$ cat config.mk
export PLATFORM = sky130hd
export DESIGN_NAME = multicycle_control_unit
export DESIGN_NICKNAME = d
export VERILOG_FILES = /design/src/rtl/mcu_pkg.sv /design/src/rtl/mcu_opclass.sv /design/src/rtl/multicycle_control_unit.sv
export SDC_FILE = /design/constraint.sdc
export NUM_CORES = 1
export LEC_CHECK = 0
export CAP_MARGIN = 40
export CORE_UTILIZATION = 40
export CTS_CLUSTER_SIZE = 20
export DETAILED_ROUTE_END_ITERATION = 6
export GPL_ROUTABILITY_DRIVEN = 0
export HOLD_SLACK_MARGIN = 0.08
export PLACE_DENSITY = 0.72
export SLEW_MARGIN = 40
export SYNTH_ARGS = -nofsm -noshare
export SYNTH_HDL_FRONTEND = slang
export SYNTH_SLANG_ARGS = --single-unit
$ cat constraint.sdc
create_clock -name i_clk -period 1.7 [get_ports i_clk]
set_clock_uncertainty 0.15 [all_clocks]
set_input_delay 0.34 -clock i_clk [delete_from_list [all_inputs] [get_ports i_clk]]
set_output_delay 0.34 -clock i_clk [all_outputs]
set_load 0.02 [all_outputs]
$ cat src/rtl/mcu_pkg.sv
// Shared encodings for the multi-cycle control unit: FSM states, opcodes, ALU ops and mux selects.
// Pure definitions, no logic.
package mcu_pkg;

  typedef enum logic [2:0] {
    ST_FETCH  = 3'd0,
    ST_DECODE = 3'd1,
    ST_EXEC   = 3'd2,
    ST_MEM    = 3'd3,
    ST_WB     = 3'd4,
    ST_BRANCH = 3'd5,
    ST_JUMP   = 3'd6,
    ST_FAULT  = 3'd7
  } state_t;

  localparam logic [5:0] OP_RTYPE = 6'b000000;
  localparam logic [5:0] OP_ADDI  = 6'b000010;
  localparam logic [5:0] OP_SUBI  = 6'b000011;
  localparam logic [5:0] OP_ANDI  = 6'b000100;
  localparam logic [5:0] OP_ORI   = 6'b000101;
  localparam logic [5:0] OP_SLTI  = 6'b000111;
  localparam logic [5:0] OP_LW    = 6'b001000;
  localparam logic [5:0] OP_LB    = 6'b001001;
  localparam logic [5:0] OP_SW    = 6'b010000;
  localparam logic [5:0] OP_SB    = 6'b010001;
  localparam logic [5:0] OP_MOVE  = 6'b100000;
  localparam logic [5:0] OP_BEQ   = 6'b100011;
  localparam logic [5:0] OP_BNE   = 6'b100111;
  localparam logic [5:0] OP_J     = 6'b111000;
  localparam logic [5:0] OP_JAL   = 6'b111001;

  localparam logic [2:0] ALU_AND   = 3'b000;
  localparam logic [2:0] ALU_OR    = 3'b001;
  localparam logic [2:0] ALU_SLT   = 3'b100;
  localparam logic [2:0] ALU_ADD   = 3'b101;
  localparam logic [2:0] ALU_SUB   = 3'b110;
  localparam logic [2:0] ALU_FUNCT = 3'b111;

  localparam logic [1:0] PCSRC_ALU    = 2'd0;
  localparam logic [1:0] PCSRC_ALUOUT = 2'd1;
  localparam logic [1:0] PCSRC_JUMP   = 2'd2;

  localparam logic [1:0] SRCB_REG    = 2'd0;
  localparam logic [1:0] SRCB_FOUR   = 2'd1;
  localparam logic [1:0] SRCB_IMM    = 2'd2;
  localparam logic [1:0] SRCB_BRANCH = 2'd3;

endpackage

$ cat src/rtl/mcu_opclass.sv
// Combinational opcode -> instruction class decode plus the EXEC-phase ALU op.
// Zero latency; no handshake.
module mcu_opclass #(
  parameter int OPCODE_W = 6,
  parameter int ALUOP_W  = 3
) (
  input  logic [OPCODE_W-1:0] i_opcode,
  output logic                o_rtype,
  output logic                o_imm,
  output logic                o_load,
  output logic                o_store,
  output logic                o_branch,
  output logic                o_bne,
  output logic                o_jump,
  output logic                o_link,
  output logic                o_byte,
  output logic                o_move,
  output logic                o_illegal,
  output logic [ALUOP_W-1:0]  o_alu_op
);
  import mcu_pkg::*;

  always_comb begin
    o_rtype   = 1'b0;
    o_imm     = 1'b0;
    o_load    = 1'b0;
    o_store   = 1'b0;
    o_branch  = 1'b0;
    o_bne     = 1'b0;
    o_jump    = 1'b0;
    o_link    = 1'b0;
    o_byte    = 1'b0;
    o_move    = 1'b0;
    o_illegal = 1'b0;
    o_alu_op  = '0;
    case (i_opcode)
      OPCODE_W'(OP_RTYPE): begin o_rtype = 1'b1; o_alu_op = ALUOP_W'(ALU_FUNCT); end
      OPCODE_W'(OP_ADDI):  begin o_imm = 1'b1;   o_alu_op = ALUOP_W'(ALU_ADD); end
      OPCODE_W'(OP_SUBI):  begin o_imm = 1'b1;   o_alu_op = ALUOP_W'(ALU_SUB); end
      OPCODE_W'(OP_ANDI):  begin o_imm = 1'b1;   o_alu_op = ALUOP_W'(ALU_AND); end
      OPCODE_W'(OP_ORI):   begin o_imm = 1'b1;   o_alu_op = ALUOP_W'(ALU_OR); end
      OPCODE_W'(OP_SLTI):  begin o_imm = 1'b1;   o_alu_op = ALUOP_W'(ALU_SLT); end
      OPCODE_W'(OP_LW):    begin o_load = 1'b1;  o_alu_op = ALUOP_W'(ALU_ADD); end
      OPCODE_W'(OP_LB):    begin o_load = 1'b1;  o_byte = 1'b1; o_alu_op = ALUOP_W'(ALU_ADD); end
      OPCODE_W'(OP_SW):    begin o_store = 1'b1; o_alu_op = ALUOP_W'(ALU_ADD); end
      OPCODE_W'(OP_SB):    begin o_store = 1'b1; o_byte = 1'b1; o_alu_op = ALUOP_W'(ALU_ADD); end
      OPCODE_W'(OP_MOVE):  begin o_move = 1'b1;  o_alu_op = ALUOP_W'(ALU_SLT); end
      OPCODE_W'(OP_BEQ):   begin o_branch = 1'b1; o_alu_op = ALUOP_W'(ALU_SUB); end
      OPCODE_W'(OP_BNE):   begin o_branch = 1'b1; o_bne = 1'b1; o_alu_op = ALUOP_W'(ALU_SUB); end
      OPCODE_W'(OP_J):     begin o_jump = 1'b1;  o_alu_op = ALUOP_W'(ALU_SLT); end
      OPCODE_W'(OP_JAL):   begin o_jump = 1'b1;  o_link = 1'b1; o_alu_op = ALUOP_W'(ALU_SLT); end
      default:             o_illegal = 1'b1;
    endcase
  end

endmodule

$ cat src/rtl/multicycle_control_unit.sv
// Multi-cycle FSM control unit: fetch/decode/exec/mem/wb sequencing, 3-5 cycles per instruction plus
// one per memory wait cycle; stalls on i_mem_ready and faults if a wait reaches MEM_TIMEOUT cycles.
module multicycle_control_unit #(
  parameter int OPCODE_W    = 6,
  parameter int ALUOP_W     = 3,
  parameter int MEM_TIMEOUT = 15
) (
  input  logic                i_clk,
  input  logic                i_rst_n,
  input  logic [OPCODE_W-1:0] i_opcode,
  input  logic                i_zero,
  input  logic                i_mem_ready,
  output logic                o_mem_read,
  output logic                o_mem_write,
  output logic                o_i_or_d,
  output logic                o_ir_write,
  output logic                o_pc_write,
  output logic [1:0]          o_pc_src,
  output logic                o_reg_dst,
  output logic                o_reg_write,
  output logic                o_link,
  output logic                o_alu_src_a,
  output logic [1:0]          o_alu_src_b,
  output logic [ALUOP_W-1:0]  o_alu_op,
  output logic                o_byte_operations,
  output logic                o_move,
  output logic                o_jump,
  output logic                o_instr_done,
  output logic                o_fault,
  output logic [2:0]          o_state
);
  import mcu_pkg::*;

  localparam int CNT_W = (MEM_TIMEOUT > 0) ? $clog2(MEM_TIMEOUT + 1) : 1;

  state_t             r_state;
  state_t             w_state_next;
  logic [CNT_W-1:0]   r_wait_cnt;
  logic [CNT_W-1:0]   w_wait_inc;
  logic               w_waiting;
  logic               w_timeout;

  logic w_rtype, w_imm, w_load, w_store, w_branch, w_bne;
  logic w_jump, w_link, w_byte, w_move, w_illegal;
  logic [ALUOP_W-1:0] w_alu_op;

  mcu_opclass #(.OPCODE_W(OPCODE_W), .ALUOP_W(ALUOP_W)) u_opclass (
    .i_opcode  (i_opcode),
    .o_rtype   (w_rtype),
    .o_imm     (w_imm),
    .o_load    (w_load),
    .o_store   (w_store),
    .o_branch  (w_branch),
    .o_bne     (w_bne),
    .o_jump    (w_jump),
    .o_link    (w_link),
    .o_byte    (w_byte),
    .o_move    (w_move),
    .o_illegal (w_illegal),
    .o_alu_op  (w_alu_op)
  );

  // The fault fires on the wait cycle that would bring the count to the limit; a ready in that
  // same cycle is not a wait cycle, so the access completes instead.
  assign w_waiting  = ((r_state == ST_FETCH) || (r_state == ST_MEM)) && !i_mem_ready;
  assign w_wait_inc = r_wait_cnt + 1'b1;
  assign w_timeout  = (MEM_TIMEOUT != 0) && w_waiting && (w_wait_inc == CNT_W'(MEM_TIMEOUT));
  assign o_state    = r_state;

  always_ff @(posedge i_clk or negedge i_rst_n) begin
    if (!i_rst_n) begin
      r_state    <= ST_FETCH;
      r_wait_cnt <= '0;
    end else begin
      r_state <= w_state_next;
      if (w_state_next != r_state)
        r_wait_cnt <= '0;
      else if (w_waiting && (MEM_TIMEOUT != 0))
        r_wait_cnt <= w_wait_inc;
    end
  end

  always_comb begin
    w_state_next      = r_state;
    o_mem_read        = 1'b0;
    o_mem_write       = 1'b0;
    o_i_or_d          = 1'b0;
    o_ir_write        = 1'b0;
    o_pc_write        = 1'b0;
    o_pc_src          = PCSRC_ALU;
    o_reg_dst         = 1'b0;
    o_reg_write       = 1'b0;
    o_link            = 1'b0;
    o_alu_src_a       = 1'b0;
    o_alu_src_b       = SRCB_REG;
    o_alu_op          = '0;
    o_byte_operations = 1'b0;
    o_move            = 1'b0;
    o_jump            = 1'b0;
    o_instr_done      = 1'b0;
    o_fault           = 1'b0;
    case (r_state)
      ST_FETCH: begin
        o_mem_read = 1'b1;
        if (i_mem_ready) begin
          o_ir_write   = 1'b1;
          o_pc_write   = 1'b1;
          o_alu_src_b  = SRCB_FOUR;
          w_state_next = ST_DECODE;
        end else if (w_timeout) begin
          w_state_next = ST_FAULT;
        end
      end
      ST_DECODE: begin
        o_alu_src_b = SRCB_BRANCH;
        if (w_illegal)     w_state_next = ST_FAULT;
        else if (w_branch) w_state_next = ST_BRANCH;
        else if (w_jump)   w_state_next = ST_JUMP;
        else               w_state_next = ST_EXEC;
      end
      ST_EXEC: begin
        o_alu_src_a       = 1'b1;
        o_alu_src_b       = w_rtype ? SRCB_REG : SRCB_IMM;
        o_alu_op          = w_alu_op;
        o_byte_operations = w_byte;
        w_state_next      = (w_rtype || w_imm || w_move) ? ST_WB : ST_MEM;
      end
      ST_MEM: begin
        o_i_or_d          = 1'b1;
        o_mem_read        = w_load;
        o_mem_write       = w_store;
        o_byte_operations = w_byte;
        if (i_mem_ready) begin
          o_instr_done = w_store;
          w_state_next = w_store ? ST_FETCH : ST_WB;
        end else if (w_timeout) begin
          w_state_next = ST_FAULT;
        end
      end
      ST_WB: begin
        o_reg_write       = 1'b1;
        o_reg_dst         = w_rtype;
        o_move            = w_move;
        o_byte_operations = w_byte;
        o_instr_done      = 1'b1;
        w_state_next      = ST_FETCH;
      end
      ST_BRANCH: begin
        o_alu_op     = ALUOP_W'(ALU_SUB);
        o_pc_src     = PCSRC_ALUOUT;
        o_pc_write   = w_bne ? !i_zero : i_zero;
        o_instr_done = 1'b1;
        w_state_next = ST_FETCH;
      end
      ST_JUMP: begin
        o_pc_write   = 1'b1;
        o_pc_src     = PCSRC_JUMP;
        o_jump       = 1'b1;
        o_reg_write  = w_link;
        o_link       = w_link;
        o_instr_done = 1'b1;
        w_state_next = ST_FETCH;
      end
      ST_FAULT: o_fault = 1'b1;
      default:  w_state_next = ST_FAULT;
    endcase
  end

endmodule

==> flow_metrics.py, run 1 <==
metrics = {
    "die": {
        "die_w_um": 56.43,
        "initial_core_util": 0.4260,
        "die_y_um": 56.43,
        "fp-row-count": 19,
        "ios": 34,
    },
    "global_routing": {
        "grt_start_max_net_pins": 8,
        "grt_usage": 0.6987,
        "gr-total-overflow": 60,
    },
    "yosys": {
        "synth_seq_cells": 7,
        "synth.top_cells.by_count": "nor2_1 (17), nand2_1 (10), nor3_1 (9)",
        "synth.most_common_cell": "nor2_1",
        "synthArstFlopShare": 1.000,
        "synthCells": 154,
        "ys_seq_area_frac": 0.1478,
        "synth_area_leaders": "dfrtp_1 (15%), buf_6 (7.6%), nor2_1 (5.4%)",
        "synth_nets": 166,
        "yosys.cell_types.count": 51,
        "yosysTopAreaCellShare": 0.1478,
        "synth-edff-count": 0,
        "netlist_area_mm2": 0.001185,
        "synth-main-ff-cell": "dfrtp_1",
        "yosysWarningCount": 0,
        "yosysTopAreaCell": "dfrtp_1",
        "postSynthAreaPerCell_um2": 7.694,
    },
    "clocking": {
        "cts-hold-fix-buffers": 0,
        "cts_root_buf": "clkbuf_4",
        "cts_buffers": 3,
        "clock_path_buffers": 2,
        "cts_max_level": 1,
        "cts.sink_count": 7,
    },
    "sta": {
        "worstEpCategory": "output port",
        "grt_repair_worst_endpoint": "o_reg_dst",
    },
    "status": {
        "run_status": "aborted with a tool error",
        "run.stop_error": "[ERROR GRT-0232] Routing congestion too high. Check the congestion heatmap in the GUI.",
        "failing_step": "5_1_grt",
    },
    "place": {
        "pre_cts_ws_ns": -1.221,
        "port_buffers": 33,
        "dpl.hpwl_um": 3552,
    },
}
timing repair:
action	CTS
endpoints found under the setup margin	31
pin swaps	35
endpoints found under the hold margin	0
resized for setup	218
buffers inserted	15
logic make-up after synthesis:
family,share of synthesized area
adders and majority gates,0.02112
xor gates and xnor gates,0.04436
DFF,0.1478
buffers and inverters,0.1236
AOI/OAI and AO/OA,0.3020
and+or+nand+nor,0.3612
stage by stage:
stage,cells,instance area [um2]
3_3_place_gp,267,2069
3_5_place_dp,267,2069
4_1_cts,284,2492
2_1_floorplan,154,1356
metal layers:
metal | track usage | overflow
met5 | 0 | 0
met4 | 0.8676 | 33
met3 | 0.3963 | 0
met2 | 0.8941 | 26
met1 | 0.7066 | 1
==> inputs of run 2 (changes only) <==
--- a/config.mk
+++ b/config.mk
@@ -6,12 +6,10 @@
 export NUM_CORES = 1
 export LEC_CHECK = 0
 export CAP_MARGIN = 40
-export CORE_UTILIZATION = 40
-export CTS_CLUSTER_SIZE = 20
+export CORE_UTILIZATION = 25
 export DETAILED_ROUTE_END_ITERATION = 6
 export GPL_ROUTABILITY_DRIVEN = 0
-export HOLD_SLACK_MARGIN = 0.08
-export PLACE_DENSITY = 0.72
+export PLACE_DENSITY_LB_ADDON = 0.15
 export SLEW_MARGIN = 40
 export SYNTH_ARGS = -nofsm -noshare
 export SYNTH_HDL_FRONTEND = slang
==> constraint.sdc (replaced) <==
create_clock -name i_clk -period 2.2 [get_ports i_clk]
set_clock_uncertainty 0.15 [all_clocks]
set_input_delay 0.44 -clock i_clk [delete_from_list [all_inputs] [get_ports i_clk]]
set_output_delay 0.44 -clock i_clk [all_outputs]
set_load 0.02 [all_outputs]
==> flow_metrics.py, run 2 <==
metrics = {
    "sta": {
        "tightest_slew_ns": 0.3859,
        "hold_viol": 0,
        "holdWs_ns": 0.3335,
        "min_period_over_period": 0.9783,
        "setup_viol": 0,
        "final.setup.tns_ns": 0,
        "rsz0062_at_grt": "false",
        "finalCriticalPeriod_ns": 2.152,
        "drv_slew": 0,
        "relSlewSlack": 0.7408,
        "clock.fmax_ghz": 0.4646,
    },
    "setup_path": {
        "crit_arrival_ns": 1.56,
        "startpoint": "i_opcode[2]",
        "crit_end": "o_reg_write",
        "worstSetupPathType": "input port to output pin",
        "cp.required_ns": 1.61,
        "max_stage_delay_ns": 0.40,
        "r2r-start": "r_wait_cnt[0]",
        "r2r-end": "r_wait_cnt[1]",
        "cp-end-kind": "output pin",
        "reg2reg_depth": 7,
        "r2r_slack_ns": 0.23,
        "slowest_stage": "or3b_4",
        "cp_max_fo": 4,
        "path_cells": "buf_2, or3b_4, or2_4, nand2_1, and3_4, buf_6",
        "cp-start-kind": "input port",
    },
    "die": {
        "core_mm2": 0.004444,
        "fp-row-count": 24,
        "die_w_um": 70.85,
        "die_y_um": 70.85,
        "die_area_mm2": 0.005019,
        "initial_core_util": 0.2666,
        "ios": 34,
    },
    "yosys": {
        "synth_area_leaders": "dfrtp_1 (15%), buf_6 (7.6%), nor2_1 (5.4%)",
        "netlist_area_mm2": 0.001185,
        "synth.top_cells.by_count": "nor2_1 (17), nand2_1 (10), nor3_1 (9)",
        "yosys.cell_types.count": 51,
        "synthArstFlopShare": 1.000,
        "synth_seq_cells": 7,
        "yosysTopAreaCell": "dfrtp_1",
        "ys_seq_area_frac": 0.1478,
        "synth-edff-count": 0,
        "yosysWarningCount": 0,
        "synth_nets": 166,
        "postSynthAreaPerCell_um2": 7.694,
        "synth.most_common_cell": "nor2_1",
        "synth-main-ff-cell": "dfrtp_1",
        "synthCells": 154,
        "yosysTopAreaCellShare": 0.1478,
    },
    "clocking": {
        "clock_latency_ns": 0.23,
        "cts_root_buf": "clkbuf_8",
        "cts-hold-fix-buffers": 0,
        "cts_max_level": 1,
        "cts_tree": "built",
        "clock_path_buffers": 2,
        "clkTransAtPathRegs_ns": 0.04,
        "cts.sink_count": 7,
        "cts_buffers": 3,
    },
    "route": {
        "first_iter_violations": 35,
        "drc": 0,
        "final_antenna_net_count": 0,
        "first_pass_iters": 6,
        "wire_per_inst_um": 14.15,
        "routed_wl_um": 4004,
        "vias_per_cell": 5.106,
        "via_count": 1445,
    },
    "global_routing": {
        "grt_pass1_wl_um": 6782,
        "antenna_found_initial": 0,
        "grt_pass1_vias": 1423,
        "grt_usage": 0.1674,
        "grt_start_max_net_pins": 10,
        "gr-total-overflow": 0,
    },
    "finish": {
        "drive_gt1_frac": 0.5152,
        "diodes": 0,
        "final_common_cell": "buf_4",
        "finish.utilization": 0.4403,
        "largest_register_ffs": 4,
        "largest_register": "r_wait_cnt",
        "layout_common_cells": "buf_4 (53), nor2_1 (15), buf_2 (11)",
        "layout.nets": 244,
        "areaGrowthSynthToFinish_pct": 65.15,
        "fin_cells": 283,
    },
    "place": {
        "port_buffers": 33,
        "dpl.hpwl_um": 3194,
        "numPlacedInstances": 276,
    },
    "min_path": {
        "hold_class": "input port to asynchronous set/reset pin",
    },
    "power_and_ir_drop": {
        "vdd_drop_max_mv": 0.2727,
        "finalPower_mw": 1.914,
        "power_leakage_nw": 0.8484,
        "power.density_mw_per_mm2": 978.0,
    },
    "flow_run": {
        "cap_violations": 0,
    },
    "status": {
        "run_status": "finished, final reports clean",
    },
}
-- run 2: cell counts after synthesis --
No cell type changed its count.
-- run 2: how the worst min path moves through the flow --
stage / startpoint / to / slack, ns / cells past startpoint
2_1_floorplan: i_rst_n / o_state[0] / -0.006 / 0
3_3_place_gp: r_wait_cnt[0] / r_wait_cnt[0] / 0.49 / 2
3_5_place_dp: r_wait_cnt[0] / r_wait_cnt[0] / 0.53 / 2
4_1_cts: i_rst_n / r_wait_cnt[1] / 0.34 / 1
5_1_grt: i_rst_n / r_wait_cnt[1] / 0.35 / 1
6_report: i_rst_n / r_wait_cnt[1] / 0.33 / 1
-- run 2: per-layer routing --
metal  wire length (um)  share of wire  global-route usage
met5                  0              0                   0
met4                 70          0.017             0.04000
met3                115          0.029             0.01994
met2               1884           0.47              0.2895
met1               1935           0.48              0.2222
-- run 2: area by class of cell --
cell class	count	area, um2
inverters	7	26.28
well taps	52	65.06
multi-input cells	127	975.9
fillers	477	2487
clock buffers	4	45.04
repair buffers	86	666.9
flip-flops and latches	7	177.7
-- run 2: timing repair --
| action | CTS | global route |
|---|---|---|
| setup endpoints to repair | 26 | 19 |
| buffers inserted | 0 | 3 |
| gates resized for setup | 104 | 24 |
| pin swaps | 7 | 4 |
-- run 2: logic make-up after synthesis --
family,share of synthesized area
AND/OR/NAND/NOR,0.3612
AO/OA/AOI/OAI,0.3020
buffers and inverters,0.1236
flip-flops,0.1478
XOR/XNOR,0.04436
adder cells (fa/ha/maj),0.02112
-- run 2: power breakdown --
group,total [mW],switching [mW],internal [mW]
combinational,1.49,0.793,0.697
clock,0.181,0.0554,0.125
sequential,0.243,0.0681,0.175
total,1.91,0.916,0.997
-- run 2: stage by stage --
stage	area, um2	setup slack, ns
CTS	1928	-0.04102
finish	1957	0.04767
floorplan	1202	-0.01448
global route	1957	0.003912
global placement	1853	-0.8039
detailed placement	1853	-0.8501
-- run 2: worst max-delay path, delay by kind of cell --
kind	cells	cell delay [ns]
buf+inv	2	0.23
simple gates	4	0.89
No activity file was read; power rests on OpenSTA's default activity.
==> inputs of run 3 (changes only) <==
--- a/config.mk
+++ b/config.mk
@@ -6,6 +6,7 @@
 export NUM_CORES = 1
 export LEC_CHECK = 0
 export CAP_MARGIN = 40
+export CORE_MARGIN = 2
 export CORE_UTILIZATION = 25
 export DETAILED_ROUTE_END_ITERATION = 6
 export GPL_ROUTABILITY_DRIVEN = 0
==> flow_metrics.py, run 3 (synthesis results as in run 2) <==
metrics = {
    "setup_path": {
        "max_stage_delay_ns": 0.42,
        "cp-start-kind": "input port",
        "cp-end-kind": "output pin",
        "r2r-end": "r_wait_cnt[1]",
        "r2r_slack_ns": 0.23,
        "cp.required_ns": 1.61,
        "worstSetupPathType": "input port to output pin",
        "slowest_stage": "or3_4",
        "path_delay_family": "buffers and inverters",
        "r2r-start": "r_wait_cnt[0]",
        "cp_max_fo": 4,
        "path_cells": "buf_2, or3_4, buf_6, o31ai_2, a21oi_1, buf_4",
        "cp.buffers_inverters": 3,
        "crit_arrival_ns": 1.58,
        "reg2reg_depth": 7,
    },
    "clocking": {
        "cts_tree": "built",
        "clock_latency_ns": 0.22,
        "clkTransAtPathRegs_ns": 0.04,
        "cts_max_level": 1,
        "cts_buffers": 3,
        "cts-hold-fix-buffers": 0,
        "clock_path_buffers": 2,
        "cts.sink_count": 7,
        "cts_root_buf": "clkbuf_8",
    },
    "power_and_ir_drop": {
        "vdd_drop_max_mv": 0.3052,
        "power.density_mw_per_mm2": 1002,
        "power_leakage_nw": 0.8669,
    },
    "place": {
        "dpl.hpwl_um": 3196,
        "dpl_cell_area_mm2": 0.001863,
        "numPlacedInstances": 279,
        "port_buffers": 33,
    },
    "global_routing": {
        "grt_pass1_wl_um": 6341,
        "grt_pass1_vias": 1341,
        "gr-total-overflow": 0,
        "antenna_found_initial": 0,
        "grt_start_max_net_pins": 12,
        "grt_usage": 0.1513,
    },
    "sta": {
        "hold_viol": 0,
        "holdWs_ns": 0.3236,
        "min_period_over_period": 0.9867,
        "finalCriticalPeriod_ns": 2.171,
        "relSlewSlack": 0.7639,
        "final.setup.tns_ns": 0,
        "drv_slew": 0,
        "clock.fmax_ghz": 0.4607,
        "tightest_slew_ns": 0.3542,
        "rsz0062_at_grt": "true",
        "setup_viol": 0,
    },
    "finish": {
        "largest_register": "r_wait_cnt",
        "areaGrowthSynthToFinish_pct": 59.35,
        "layout_common_cells": "buf_4 (56), nor2_1 (16), buf_2 (11)",
        "largest_register_ffs": 4,
        "final_common_cell": "buf_4",
        "fin_cells": 286,
        "layout.nets": 245,
        "diodes": 0,
        "final_area_mm2": 0.001888,
        "finish.utilization": 0.4051,
        "drive_gt1_frac": 0.4828,
    },
    "route": {
        "final_antenna_net_count": 0,
        "via_count": 1447,
        "drc": 0,
        "first_pass_iters": 4,
        "vias_per_cell": 5.059,
        "wire_per_inst_um": 13.88,
        "first_iter_violations": 35,
        "routed_wl_um": 3970,
    },
    "die": {
        "fp-row-count": 25,
        "ios": 34,
        "core_mm2": 0.004661,
        "die_w_um": 72.85,
        "initial_core_util": 0.2542,
        "die_y_um": 72.85,
        "die_area_mm2": 0.005306,
    },
    "flow_run": {
        "cap_violations": 0,
    },
    "status": {
        "run_status": "finished, final reports clean",
    },
    "min_path": {
        "hold_class": "input port to asynchronous set/reset pin",
    },
}
## run 3: changes by cell type in the layout (fill, tap and decap cells not counted), sizes merged
cell | previous run | this run
dlymetal6s2s | 0 | 1
clkdlybuf4s50 | 7 | 5
clkdlybuf4s15 | 4 | 0
clkbuf | 7 | 8
dlygate4sd2 | 2 | 5
buf | 70 | 72
## run 3: worst max path at each step
stage | slack (ns) | cells after the start | startpoint | end
2_1_floorplan | -0.01 | 5 | o_state[1] | o_byte_operations
3_3_place_gp | -0.80 | 6 | i_opcode[1] | o_reg_write
3_5_place_dp | -0.87 | 6 | i_opcode[1] | o_instr_done
4_1_cts | -0.03 | 6 | i_opcode[5] | o_alu_src_b[1]
5_1_grt | -0.01 | 8 | i_opcode[2] | o_alu_op[2]
6_report | 0.03 | 6 | i_opcode[5] | o_alu_src_b[1]
## run 3: what timing repair did
item / 4_1_cts / 5_1_grt
pin swaps: 5 / 2
endpoints found under the setup margin: 28 / 16
buffers inserted: 3 / 0
resized for setup: 97 / 22
## run 3: stage by stage
step	worst slack (ns)	total power, mW
6_report	0.02928	1.891
5_1_grt	-0.01285	2.047
4_1_cts	-0.02791	1.894
3_5_place_dp	-0.8659	1.772
3_3_place_gp	-0.8033	1.762
2_1_floorplan	-0.01448	1.082
## run 3: worst register-to-register path, delay by kind of cell (launching register included)
family | cells | cell delay [ns]
AND/OR/NAND/NOR | 2 | 0.36
adder cells (fa/ha/maj) | 1 | 0.26
AO/OA/AOI/OAI | 3 | 0.59
flip-flops | 1 | 0.43
buffers and inverters | 1 | 0.07
## run 3: area by class of cell
class	count	area, um2
inverter	7	26.28
tap	54	67.56
multi-input combinational	127	912.1
fill	483	2773
timing repair buffer	87	658.1
sequential	7	178.9
clock buffer	4	45.04
## run 3: layer usage
layer  track usage  routed length, um  up-vias
li1              -                  -      723
met1        0.2040               1853      674
met2        0.2616               1914       48
met3      0.009669                189        2
met4       0.03909                 12        0
met5             0                  0        -
## run 3: power by group
| group | total, mW | leakage (nW) | internal, mW | switching (mW) |
|---|---|---|---|---|
| clock | 0.172 | 0.0228 | 0.125 | 0.0476 |
| combinational | 1.46 | 0.755 | 0.684 | 0.780 |
| sequential | 0.255 | 0.0893 | 0.177 | 0.0783 |
